[config.mk]
export PLATFORM = sky130hd
export DESIGN_NAME = dv_mem_arbiter
export DESIGN_NICKNAME = d
export VERILOG_FILES = /design/src/rtl/dv_mem_arbiter.sv
export SDC_FILE = /design/constraint.sdc
export NUM_CORES = 1
export LEC_CHECK = 0
export CAP_MARGIN = 25
export CELL_PAD_IN_SITES_DETAIL_PLACEMENT = 1
export CELL_PAD_IN_SITES_GLOBAL_PLACEMENT = 1
export CORE_AREA = 8 8 124 126
export DETAILED_ROUTE_END_ITERATION = 10
export DIE_AREA = 0 0 132 134
export PLACE_DENSITY = 0.82
export SLEW_MARGIN = 20
export SYNTH_ARGS = -nofsm -noshare
export SYNTH_HDL_FRONTEND = slang
export SYNTH_SLANG_ARGS = --single-unit
[constraint.sdc]
create_clock -name clk -period 3.48 [get_ports clk]
set_input_delay 0.696 -clock clk [delete_from_list [all_inputs] [get_ports clk]]
set_output_delay 0.696 -clock clk [all_outputs]
set_load 0.005 [all_outputs]
[src/rtl/dv_mem_arbiter.sv]
// Round-robin arbiter sharing one single-port DV memory among NREQ requesters, with locked bursts.
// Define DV_MEM_ARB_FIXED_PRIO_EN for fixed lowest-index-wins priority instead of round-robin.
module dv_mem_arbiter #(
    parameter int unsigned NREQ = 4,
    parameter int unsigned DW   = 16,
    parameter int unsigned AW   = 20
) (
    input  logic               clk,
    input  logic               rst_n,
    input  logic [NREQ-1:0]    req_valid,
    output logic [NREQ-1:0]    req_ready,
    input  logic [NREQ-1:0]    req_we,
    input  logic [NREQ-1:0]    req_last,
    input  logic [NREQ*AW-1:0] req_addr,
    input  logic [NREQ*DW-1:0] req_wdata,
    output logic [NREQ-1:0]    rsp_valid,
    output logic [DW-1:0]      rsp_rdata,
    output logic               mem_we,
    output logic [AW-1:0]      mem_addr,
    output logic [DW-1:0]      mem_din,
    input  logic [DW-1:0]      mem_dout
);

    localparam int unsigned PW = (NREQ > 1) ? $clog2(NREQ) : 1;

    typedef enum logic {StArb, StLocked} state_e;

    state_e           state_q;
    logic [PW-1:0]    ptr_q;
    logic [PW-1:0]    owner_q;
    logic [NREQ-1:0]  rsp_valid_q;

    logic             gnt_any;
    logic [PW-1:0]    gnt_idx;
    logic [PW-1:0]    cand;
    logic [NREQ-1:0]  gnt_vec;

    // Winner selection: owner only while locked, else first valid at or above ptr (wrapping).
    always_comb begin
        gnt_any = 1'b0;
        gnt_idx = '0;
        cand    = '0;
        if (state_q == StLocked) begin
            gnt_any = req_valid[owner_q];
            gnt_idx = owner_q;
        end else begin
            for (int unsigned i = 0; i < NREQ; i++) begin
                cand = PW'((32'(ptr_q) + i) % NREQ);
                if (!gnt_any && req_valid[cand]) begin
                    gnt_any = 1'b1;
                    gnt_idx = cand;
                end
            end
        end
        gnt_vec = '0;
        if (gnt_any) begin
            gnt_vec[gnt_idx] = 1'b1;
        end
    end

    assign req_ready = gnt_vec;

    // Memory port is driven straight from the granted channel; idle reads address 0.
    always_comb begin
        mem_we   = 1'b0;
        mem_addr = '0;
        mem_din  = '0;
        for (int unsigned i = 0; i < NREQ; i++) begin
            if (gnt_vec[i]) begin
                mem_we   = req_we[i];
                mem_addr = req_addr[i*AW +: AW];
                mem_din  = req_wdata[i*DW +: DW];
            end
        end
    end

    always_ff @(posedge clk or negedge rst_n) begin
        if (!rst_n) begin
            state_q     <= StArb;
            ptr_q       <= '0;
            owner_q     <= '0;
            rsp_valid_q <= '0;
        end else begin
            rsp_valid_q <= (gnt_any && !req_we[gnt_idx]) ? gnt_vec : '0;
            case (state_q)
                StArb: begin
                    if (gnt_any) begin
`ifdef DV_MEM_ARB_FIXED_PRIO_EN
                        ptr_q <= '0;
`else
                        ptr_q <= (gnt_idx == PW'(NREQ - 1)) ? '0 : gnt_idx + PW'(1);
`endif
                        if (!req_last[gnt_idx]) begin
                            state_q <= StLocked;
                            owner_q <= gnt_idx;
                        end
                    end
                end
                StLocked: begin
                    if (gnt_any && req_last[gnt_idx]) begin
                        state_q <= StArb;
                    end
                end
                default: state_q <= StArb;
            endcase
        end
    end

    assign rsp_valid = rsp_valid_q;
    assign rsp_rdata = mem_dout;

endmodule

==> results.sh, run 1 <==
export IMPL_final_setup_worst_slack_ps=-298
export IMPL_dp_worst_setup_slack_ps=-1050
export IMPL_synth_warnings=0
export IMPL_sw_frac_of_total_pct=43.9
export IMPL_antennaDiodeCount=0
export IMPL_ctsLongestPathBuffers=2
export IMPL_groute_layer_met1_usage_pct=15.7
export IMPL_skew_ps=1.77
export IMPL_synth_area_top_cells="sky130_fd_sc_hd__a221oi_1 (16%), sky130_fd_sc_hd__nor2b_1 (14%), sky130_fd_sc_hd__dfrtp_1 (11%), sky130_fd_sc_hd__a21oi_1 (10%), sky130_fd_sc_hd__nor3_1 (9.4%)"
export IMPL_cts_root_buf="sky130_fd_sc_hd__clkbuf_16"
export IMPL_reg2reg_from="ptr_q[0]"
export IMPL_yosys_most_used_dff="sky130_fd_sc_hd__dfrtp_1"
export IMPL_hold_buffers=0
export IMPL_dpl_hpwl_um=10600
export IMPL_via_count_of_the_first_global_routing_pass=3839
export IMPL_p_sw_w=0.00297
export IMPL_power_leakage_nw=2.31
export IMPL_reg2reg_setup_slack_ps=990
export IMPL_worst_ir_drop_vdd_v=0.000384
export IMPL_dominant_combinational_cell_family_by_area_after_synthesis="simple AND/OR/NAND/NOR gates"
export IMPL_layout_cells_most_common="sky130_fd_sc_hd__clkdlybuf4s50_1"
export IMPL_hold_path_end="owner_q[1]"
export IMPL_worst_skew_pair_late_latency_ps=230
export IMPL_fillCellCount=1531
export IMPL_cts_tree="done"
export IMPL_postRouteAntennaNets=0
export IMPL_outcome="finished, violations left"
export IMPL_cts_sink_count=9
export IMPL_relative_contribution_of_the_clock_network_to_total_power_pct=3.0
export IMPL_setup_viol_count_final=36
export IMPL_synth_net_count=478
export IMPL_gr_usage_met2_pct=29.4
export IMPL_fraction_of_the_mapped_netlist_area_in_adder_cells_pct=2.54
export IMPL_share_of_the_synthesized_area_in_compound_gates_ao_oa_aoi_oai_pct=33.2
export IMPL_detail_route_wirelength_um=15600
export IMPL_global_routing_usage_on_met3_pct=3.22
export IMPL_post_synth_xor_area_fraction_pct=0
export IMPL_syn2layout_area_growth_pct=191
export IMPL_chipWidth_um=132
export IMPL_synth_simple_area_share_pct=35.6
export IMPL_ff2ff_path_depth=9
export IMPL_worst_endpoint_required_ps=2780
export IMPL_drt_first_iter_violations=87
export IMPL_share_comb_of_total_power_pct=93.9
export IMPL_ys_types=37
export IMPL_wl_per_cell_um=21.3
export IMPL_power_sequential_fraction_pct=3.1
export IMPL_first_pass_iters=4
export IMPL_timing_hold_worst_start="owner_q[1]"
export IMPL_dieHeight_um=134
export IMPL_synthCells=300
export IMPL_number_of_max_cap_violations=0
export IMPL_async_flop_share_pct=100
export IMPL_finalCritPeriodShare_pct=109
export IMPL_synth_cell_area_sq_mm=0.00197
export IMPL_worstPathArrival_ps=3080
export IMPL_seq_area_frac_synth_pct=11.4
export IMPL_critPathKind="input pin to output port"
export IMPL_area_taken_by_multi_input_logic_gates_sq_mm=0.00216
export IMPL_start_util_pct=14.6
export IMPL_dr_total_vias=3419
export IMPL_violations="negative setup slack"
export IMPL_min_path_type="flop to flop"
export IMPL_synth_edff_count=0
export IMPL_global_route_overflow_total=0
export IMPL_post_layout_net_count=731
export IMPL_final_cell_mix="sky130_fd_sc_hd__clkdlybuf4s50_1 (158), sky130_fd_sc_hd__buf_4 (45), sky130_fd_sc_hd__nor2_1 (40)"
export IMPL_timing_final_crit_period_ps=3780
export IMPL_finalHoldViolations=0
export IMPL_die_area_sq_mm=0.0177
export IMPL_synthMuxAreaShare_pct=3.80
export IMPL_clkTransAtPathRegs_ps=40
export IMPL_synth_largest_type_area_fraction_pct=16.4
export IMPL_groute_usage_overall_pct=14.9
export IMPL_critPathCaptureType="output port"
export IMPL_drc_errors=0
export IMPL_tritoncts_num_buffers=3
export IMPL_ys_ff_latch=9
export IMPL_core_area_sq_mm=0.0135
export IMPL_place_congestion=0.842
export IMPL_io_pins=235
export IMPL_crit_path_start_kind="input pin"
export IMPL_critical_path_reg2reg_endpoint="owner_q[1]"
export IMPL_crit_fanout=4
export IMPL_slew_headroom_pct=72.6
export IMPL_antenna_found_initial=0
export IMPL_grt_first_pass_wirelength_um=21400
export IMPL_register_area_sq_um=225
export IMPL_power_per_cell_area_mw_per_mm2=1180
export IMPL_pin_count_of_the_biggest_net_entering_global_routing=44
export IMPL_p_int_w=0.00379
export IMPL_min_delay_path_depth=1
export IMPL_buffer_ports_inserted=202
export IMPL_busiest_layer="met2"
export IMPL_fraction_of_layout_cells_with_a_size_suffix_above_1_pct=41.3
export IMPL_netlist_top_cell_by_area="sky130_fd_sc_hd__a221oi_1"
export IMPL_cts_htree_levels=1
export IMPL_transition_time_at_the_pin_with_the_least_slew_margin_ps=410
export IMPL_finalSetupTns_ps=-4890
export IMPL_synth_area_per_cell_sq_um=6.58
export IMPL_vias_per_cell=4.67
export IMPL_setup_repair_after_global_routing_missed_its_margin="true"
export IMPL_timing_fmax_mhz=265
export IMPL_fp_row_count=43
export IMPL_drv_slew=0
-- metrics by stage --
stage | instances | hold WS, ps | util, % | area [sq um] | power [W]
floorplan | 300 | 400 | - | 1980 | 0.00225
global placement | 677 | 532 | 32.7 | 4410 | 0.00433
detailed placement | 677 | 565 | 32.7 | 4410 | 0.00447
CTS | 707 | 573 | 37.1 | 5010 | 0.00553
global route | 732 | 583 | 42.5 | 5740 | 0.00719
finish | 732 | 566 | 42.5 | 5740 | 0.00675
-- worst max path at each step --
stage                 start           end  cells after the start
4_1_cts        req_valid[2]  mem_addr[12]                     16
6_report       req_valid[2]   mem_addr[1]                     17
2_1_floorplan  req_valid[1]  mem_addr[10]                     12
3_3_place_gp   req_valid[1]   mem_addr[0]                     13
3_5_place_dp   req_valid[2]    mem_din[9]                     14
5_1_grt        req_valid[2]   mem_addr[1]                     17
-- layout make-up --
class                   count  area share (%)
well taps                 180            3.92
inverters                   7           0.589
flip-flops and latches      9            3.92
clock buffers               4            1.37
repair buffers            294            52.5
multi-input cells         238            37.6
-- metal layers --
layer / up-vias / routed length (um)
met5: - / 0
met4: 0 / 426
met3: 28 / 908
met2: 137 / 8540
met1: 1654 / 5750
li1: 1600 / -
-- worst max-delay path, stage by stage --
cell and delay (ps):
sky130_fd_sc_hd__buf_8 100, sky130_fd_sc_hd__buf_6 100, sky130_fd_sc_hd__o211a_1 120, sky130_fd_sc_hd__o41ai_2 340
sky130_fd_sc_hd__buf_4 190, sky130_fd_sc_hd__inv_4 40, sky130_fd_sc_hd__ha_4 150, sky130_fd_sc_hd__nor2b_4 130
sky130_fd_sc_hd__buf_12 120, sky130_fd_sc_hd__buf_8 120, sky130_fd_sc_hd__buf_4 140, sky130_fd_sc_hd__buf_4 130
sky130_fd_sc_hd__a221oi_2 260, sky130_fd_sc_hd__nor3_1 100, sky130_fd_sc_hd__a21oi_1 150, sky130_fd_sc_hd__nor2_1 60
sky130_fd_sc_hd__buf_2 130
-- synthesized netlist by cell type (2+ instances only) --
cell / instances
sky130_fd_sc_hd__clkbuf_1: 27
sky130_fd_sc_hd__a211o_1: 2
sky130_fd_sc_hd__a221oi_1: 37
sky130_fd_sc_hd__nor3_1: 37
sky130_fd_sc_hd__nor2b_1: 44
sky130_fd_sc_hd__nand4_1: 2
sky130_fd_sc_hd__nor2_1: 40
sky130_fd_sc_hd__nand2b_1: 2
sky130_fd_sc_hd__dfrtp_1: 9
sky130_fd_sc_hd__buf_1: 2
sky130_fd_sc_hd__inv_1: 6
sky130_fd_sc_hd__a21oi_1: 41
sky130_fd_sc_hd__buf_4: 16
sky130_fd_sc_hd__o211ai_1: 2
sky130_fd_sc_hd__and2_1: 4
sky130_fd_sc_hd__ha_1: 4
sky130_fd_sc_hd__mux2_4: 2
sky130_fd_sc_hd__nand2_1: 4
-- power groups by stage --
stage	combinational (W)	sequential (W)	clock (W)
3_5_place_dp	0.00426	0.000206	0
2_1_floorplan	0.00206	0.000188	0
3_3_place_gp	0.00413	0.000199	0
4_1_cts	0.00512	0.000207	0.000205
6_report	0.00634	0.000210	0.000201
5_1_grt	0.00677	0.000213	0.000211
-- cell families after synthesis --
logic type	count (synthesis)
AOI/OAI and AO/OA	92
DFF	9
adders and majority gates	4
muxes	5
and+or+nand+nor	137
buffers and inverters	53
-- timing repair --
item,CTS,global route
gates resized for setup,230,94
endpoints found under the setup margin,41,38
buffers inserted,22,20
gates cloned,4,6
pin swaps,62,64
No activity file was read; power rests on OpenSTA's default activity.
==> run 2: changes to the inputs <==
--- a/config.mk
+++ b/config.mk
@@ -12,6 +12,7 @@
 export DETAILED_ROUTE_END_ITERATION = 10
 export DIE_AREA = 0 0 132 134
 export PLACE_DENSITY = 0.82
+export SKIP_CTS_REPAIR_TIMING = 1
 export SLEW_MARGIN = 20
 export SYNTH_ARGS = -nofsm -noshare
 export SYNTH_HDL_FRONTEND = slang
==> run 2 against run 1 <==
  * First-iteration DRC count fell by 43%
  * Critical path type unchanged
  * Worst hold slack improved by 2.0 ps
  * The run still ends with negative setup slack left
  * Register-to-register slack improved by 20 ps
  * Worst setup slack improved by 160 ps
  * Highest routed layer unchanged
  * Maximum frequency rose by 4.3%
==> results.sh, run 2 (synthesis results as in run 1) <==
export IMPL_outcome="finished, violations left"
export IMPL_violations="negative setup slack"
export IMPL_min_path_type="flop to flop"
export IMPL_final_setup_worst_slack_ps=-140
export IMPL_utilization_after_layout_pct=37.7
export IMPL_via_count_of_the_first_global_routing_pass=3632
export IMPL_dp_worst_setup_slack_ps=-1050
export IMPL_placed_cells=677
export IMPL_crit_fanout=7
export IMPL_skew_ps=1.33
export IMPL_finalCritPeriodShare_pct=104
export IMPL_dr_total_vias=3235
export IMPL_number_of_max_cap_violations=0
export IMPL_die_area_sq_mm=0.0177
export IMPL_tritoncts_num_buffers=3
export IMPL_drt_first_iter_violations=50
export IMPL_start_util_pct=14.6
export IMPL_setup_viol_count_final=25
export IMPL_postRouteAntennaNets=0
export IMPL_dieHeight_um=134
export IMPL_final_cell_mix="sky130_fd_sc_hd__clkdlybuf4s50_1 (160), sky130_fd_sc_hd__nor2b_1 (41), sky130_fd_sc_hd__nor2_1 (40)"
export IMPL_global_route_overflow_total=0
export IMPL_min_delay_path_depth=1
export IMPL_timing_hold_worst_start="owner_q[1]"
export IMPL_drv_slew=0
export IMPL_wl_per_cell_um=20.2
export IMPL_timing_fmax_mhz=276
export IMPL_timing_final_crit_period_ps=3620
export IMPL_cts_htree_levels=1
export IMPL_cts_tree="done"
export IMPL_io_pins=235
export IMPL_worstPathArrival_ps=2920
export IMPL_setup_repair_after_global_routing_missed_its_margin="true"
export IMPL_antenna_found_initial=0
export IMPL_fillCellCount=1578
export IMPL_core_area_sq_mm=0.0135
export IMPL_cts_root_buf="sky130_fd_sc_hd__clkbuf_16"
export IMPL_finish_cell_count_without_fillers=703
export IMPL_groute_usage_overall_pct=13.2
export IMPL_place_congestion=0.842
export IMPL_cts_sink_count=9
export IMPL_worst_skew_pair_late_latency_ps=230
export IMPL_antennaDiodeCount=0
export IMPL_power_per_cell_area_mw_per_mm2=1090
export IMPL_first_pass_iters=4
export IMPL_syn2layout_area_growth_pct=158
export IMPL_worst_hold_slack_after_final_layout_ps=568
export IMPL_ctsLongestPathBuffers=2
export IMPL_grt_first_pass_wirelength_um=19300
export IMPL_critical_path_reg2reg_endpoint="owner_q[1]"
export IMPL_dpl_hpwl_um=10600
export IMPL_buffer_ports_inserted=202
export IMPL_pin_count_of_the_biggest_net_entering_global_routing=44
export IMPL_post_layout_net_count=702
export IMPL_fp_row_count=43
export IMPL_clkTransAtPathRegs_ps=40
export IMPL_worst_endpoint_required_ps=2780
export IMPL_reg2reg_setup_slack_ps=1010
export IMPL_hold_path_end="owner_q[1]"
export IMPL_finalHoldViolations=0
export IMPL_finalSetupTns_ps=-1640
export IMPL_layout_cells_most_common="sky130_fd_sc_hd__clkdlybuf4s50_1"
export IMPL_detail_route_wirelength_um=14200
export IMPL_worst_ir_drop_vdd_v=0.000426
export IMPL_vias_per_cell=4.60
export IMPL_critPathCaptureType="output port"
export IMPL_drc_errors=0
export IMPL_critPathKind="input pin to output port"
export IMPL_power_leakage_nw=2.11
export IMPL_fraction_of_layout_cells_with_a_size_suffix_above_1_pct=32.5
export IMPL_ff2ff_path_depth=9
export IMPL_crit_path_start_kind="input pin"
export IMPL_reg2reg_from="ptr_q[0]"
export IMPL_chipWidth_um=132
export IMPL_transition_time_at_the_pin_with_the_least_slew_margin_ps=408
export IMPL_slew_headroom_pct=72.7
==> run 2: cell count changes in the layout (fill, tap and decap cells not counted), moves of 7 or more <==
cell / previous run / this run
sky130_fd_sc_hd__nor3_1: 18 / 26
sky130_fd_sc_hd__nor2b_4: 13 / 3
sky130_fd_sc_hd__nor3_2: 18 / 11
sky130_fd_sc_hd__dlymetal6s2s_1: 1 / 8
sky130_fd_sc_hd__buf_2: 39 / 18
sky130_fd_sc_hd__nor2b_1: 30 / 41
sky130_fd_sc_hd__clkbuf_2: 0 / 13
==> run 2: report_power, final <==
group / total [W] / switching, W / internal [W]
sequential: 0.000210 / 0.0000558 / 0.000155
combinational: 0.00513 / 0.00247 / 0.00265
clock: 0.000201 / 0.0000476 / 0.000153
==> run 2: final cells by class <==
| type | instances | area (sq um) | area share [%] |
|---|---|---|---|
| clock buffer | 4 | 78.8 | 1.55 |
| inverter | 7 | 31.3 | 0.615 |
| multi-input combinational | 238 | 1950 | 38.4 |
| sequential | 9 | 225 | 4.42 |
| tap | 180 | 225 | 4.42 |
| timing repair buffer | 265 | 2580 | 50.6 |
==> run 2: how the worst max path moves through the flow <==
stage / start / endpoint / slack (ps)
2_1_floorplan: req_valid[1] / mem_addr[10] / 30
3_3_place_gp: req_valid[1] / mem_addr[0] / -860
3_5_place_dp: req_valid[2] / mem_din[9] / -1050
4_1_cts: req_valid[2] / mem_din[9] / -1070
5_1_grt: req_valid[2] / mem_din[1] / -250
6_report: req_valid[2] / mem_din[2] / -140
==> run 2: worst max-delay path, cell delays in order <==
cell                       delay, ps
sky130_fd_sc_hd__buf_8           100
sky130_fd_sc_hd__nor2b_4         120
sky130_fd_sc_hd__a2111o_1        430
sky130_fd_sc_hd__and3_4          230
sky130_fd_sc_hd__inv_4            80
sky130_fd_sc_hd__ha_4            130
sky130_fd_sc_hd__nor2b_4         180
sky130_fd_sc_hd__buf_6           140
sky130_fd_sc_hd__buf_4           120
sky130_fd_sc_hd__buf_12          120
sky130_fd_sc_hd__a221oi_2         60
sky130_fd_sc_hd__nor3_1          230
sky130_fd_sc_hd__a21oi_1          70
sky130_fd_sc_hd__nor2_1           90
sky130_fd_sc_hd__buf_2           120
==> run 2: per-stage QoR <==
stage	power, W	area [sq um]
after global routing	0.00597	5090
final	0.00554	5090
after floorplan	0.00225	1980
after global placement	0.00433	4410
after CTS	0.00472	4490
after detailed placement	0.00447	4410
==> run 2: routing by layer <==
layer  share of wire [%]  vias to the layer above  GRT usage, %
met5                   0                        -             0
met1                  37                     1546          13.7
li1                    -                     1536             -
met2                  55                      133          25.9
met4                 2.0                        0          3.51
met3                 6.0                       20          3.18
==> run 3: changes to the inputs <==
--- a/config.mk
+++ b/config.mk
@@ -11,6 +11,7 @@
 export CORE_AREA = 8 8 124 126
 export DETAILED_ROUTE_END_ITERATION = 10
 export DIE_AREA = 0 0 132 134
+export GPL_TIMING_DRIVEN = 0
 export PLACE_DENSITY = 0.82
 export SKIP_CTS_REPAIR_TIMING = 1
 export SLEW_MARGIN = 20
==> run 3 against run 2 <==
  * The run still ends with negative setup slack left
  * Utilization increased by 0.63 points
  * Routed wire length increased by 8.1%
  * Non-clock buffer count increased by 15
  * Global-route usage increased by 1.6 points
  * Largest cell class unchanged
  * Highest routed layer unchanged
==> results.sh, run 3 (synthesis results as in run 1) <==
export IMPL_outcome="finished, violations left"
export IMPL_violations="negative setup slack"
export IMPL_dieHeight_um=134
export IMPL_finalCritPeriodShare_pct=103
export IMPL_crit_path_start_kind="input pin"
export IMPL_register_area_sq_um=226
export IMPL_cts_htree_levels=1
export IMPL_min_path_type="flop to flop"
export IMPL_ctsLongestPathBuffers=2
export IMPL_drt_first_iter_violations=74
export IMPL_vias_per_cell=4.72
export IMPL_cts_sink_count=9
export IMPL_critPathKind="input pin to output port"
export IMPL_via_count_of_the_first_global_routing_pass=3786
export IMPL_worst_ir_drop_vdd_v=0.000361
export IMPL_final_setup_worst_slack_ps=-99.4
export IMPL_timing_final_crit_period_ps=3580
export IMPL_die_area_sq_mm=0.0177
export IMPL_start_util_pct=14.6
export IMPL_first_pass_iters=6
export IMPL_clkTransAtPathRegs_ps=40
export IMPL_wl_per_cell_um=21.4
export IMPL_final_cell_mix="sky130_fd_sc_hd__clkdlybuf4s50_1 (177), sky130_fd_sc_hd__nor2b_1 (41), sky130_fd_sc_hd__nor2_1 (40)"
export IMPL_tritoncts_num_buffers=3
export IMPL_transition_time_at_the_pin_with_the_least_slew_margin_ps=527
export IMPL_design_power_total_w=0.00527
export IMPL_detail_route_wirelength_um=15400
export IMPL_area_taken_by_multi_input_logic_gates_sq_mm=0.00202
export IMPL_antenna_found_initial=1
export IMPL_drc_errors=0
export IMPL_fillCellCount=1582
export IMPL_cts_tree="done"
export IMPL_place_congestion=0.837
export IMPL_dr_total_vias=3392
export IMPL_critPathBufInv=4
export IMPL_critPathCaptureType="output port"
export IMPL_grt_first_pass_wirelength_um=21200
export IMPL_post_layout_net_count=717
export IMPL_number_of_max_cap_violations=0
export IMPL_worst_skew_pair_late_latency_ps=240
export IMPL_layout_cells_most_common="sky130_fd_sc_hd__clkdlybuf4s50_1"
export IMPL_critical_path_slowest_cell="sky130_fd_sc_hd__a2111o_1"
export IMPL_timing_critical_path_cells="buf_8 > nor2b_4 > a2111o_1 > and3_4 > inv_4 > ha_4 > buf_2 > a221oi_2 > nor3_1 > a21oi_1 > nor2_1 > clkbuf_2"
export IMPL_chipWidth_um=132
export IMPL_finalSetupTns_ps=-1700
export IMPL_fp_row_count=43
export IMPL_timing_fmax_mhz=279
export IMPL_utilization_after_layout_pct=38.3
export IMPL_groute_usage_overall_pct=14.9
export IMPL_core_area_sq_mm=0.0135
export IMPL_fraction_of_layout_cells_with_a_size_suffix_above_1_pct=31.0
export IMPL_drv_slew=0
export IMPL_dpl_hpwl_um=11700
export IMPL_worstPathArrival_ps=2880
export IMPL_postRouteAntennaNets=0
export IMPL_worst_endpoint_required_ps=2780
export IMPL_critical_path_top_delay_family="buffers and inverters"
export IMPL_power_per_cell_area_mw_per_mm2=1020
export IMPL_setup_repair_after_global_routing_missed_its_margin="true"
export IMPL_finalHoldViolations=0
export IMPL_cts_root_buf="sky130_fd_sc_hd__clkbuf_16"
export IMPL_skew_ps=1.93
export IMPL_pin_count_of_the_biggest_net_entering_global_routing=11
export IMPL_crit_fanout=10
export IMPL_setup_viol_count_final=38
export IMPL_cpPeakStageDelay_ps=430
export IMPL_io_pins=235
export IMPL_buffer_ports_inserted=218
export IMPL_power_leakage_nw=2.05
export IMPL_global_route_overflow_total=0
export IMPL_slew_headroom_pct=64.8
export IMPL_syn2layout_area_growth_pct=162
run 3: worst register-to-register path: cells and delay by family, from the launching register on:
family / cells / cell delay, ps
mux: 2 / 660
flops: 1 / 490
compound gates: 2 / 610
buf+inv: 1 / 170
simple gates: 2 / 280
run 3: worst paths after layout:
| path | start | cells after the start | end | slack (ps) |
|---|---|---|---|---|
| worst max-delay path | req_valid[2] | 12 | mem_din[9] | -100 |
| worst min-delay path | owner_q[1] | 1 | owner_q[1] | 580 |
| worst max register to register | ptr_q[1] | 7 | owner_q[1] | 1130 |
| worst min register to register | owner_q[1] | 1 | owner_q[1] | 580 |
| max in group asynchronous | rst_n | 1 | ptr_q[1] | 2390 |
| min in group asynchronous | rst_n | 1 | ptr_q[0] | 770 |
run 3: layer usage:
layer	up-vias	part of all wire (%)	track usage [%]
met5	-	0	0
met4	0	1.8	4.08
met3	26	6.9	4.23
met2	162	53	28.8
met1	1634	38	15.2
li1	1570	-	-
run 3: final cells by class:
| type | instances | area share (%) |
|---|---|---|
| Sequential cell | 9 | 4.38 |
| Multi-Input combinational cell | 238 | 39.0 |
| Clock buffer | 3 | 1.45 |
| Buffer | 45 | 7.01 |
| Timing Repair Buffer | 235 | 43.1 |
| Antenna cell | 1 | 0.0484 |
| Inverter | 7 | 0.604 |
| Clock inverter | 1 | 0.0967 |
| Tap cell | 180 | 4.35 |
run 3: power by group:
part           leakage [nW]  internal, W  total, W  switching [W]
Combinational          1.90      0.00232   0.00485        0.00253
Sequential            0.110     0.000156  0.000214      0.0000578
Clock                0.0409     0.000152  0.000206      0.0000545
Total                  2.05      0.00263   0.00527        0.00265
run 3: stage by stage:
step                      instances  hold slack (ps)  cell area (sq um)  setup WS [ps]
after global routing            719              588               5170           -199
after detailed placement        698              564               4380          -2000
final                           719              578               5170          -99.4
after CTS                       702              569               4460          -2020
after global placement          698              517               4380          -1940
after floorplan                 300              400               1980           34.4
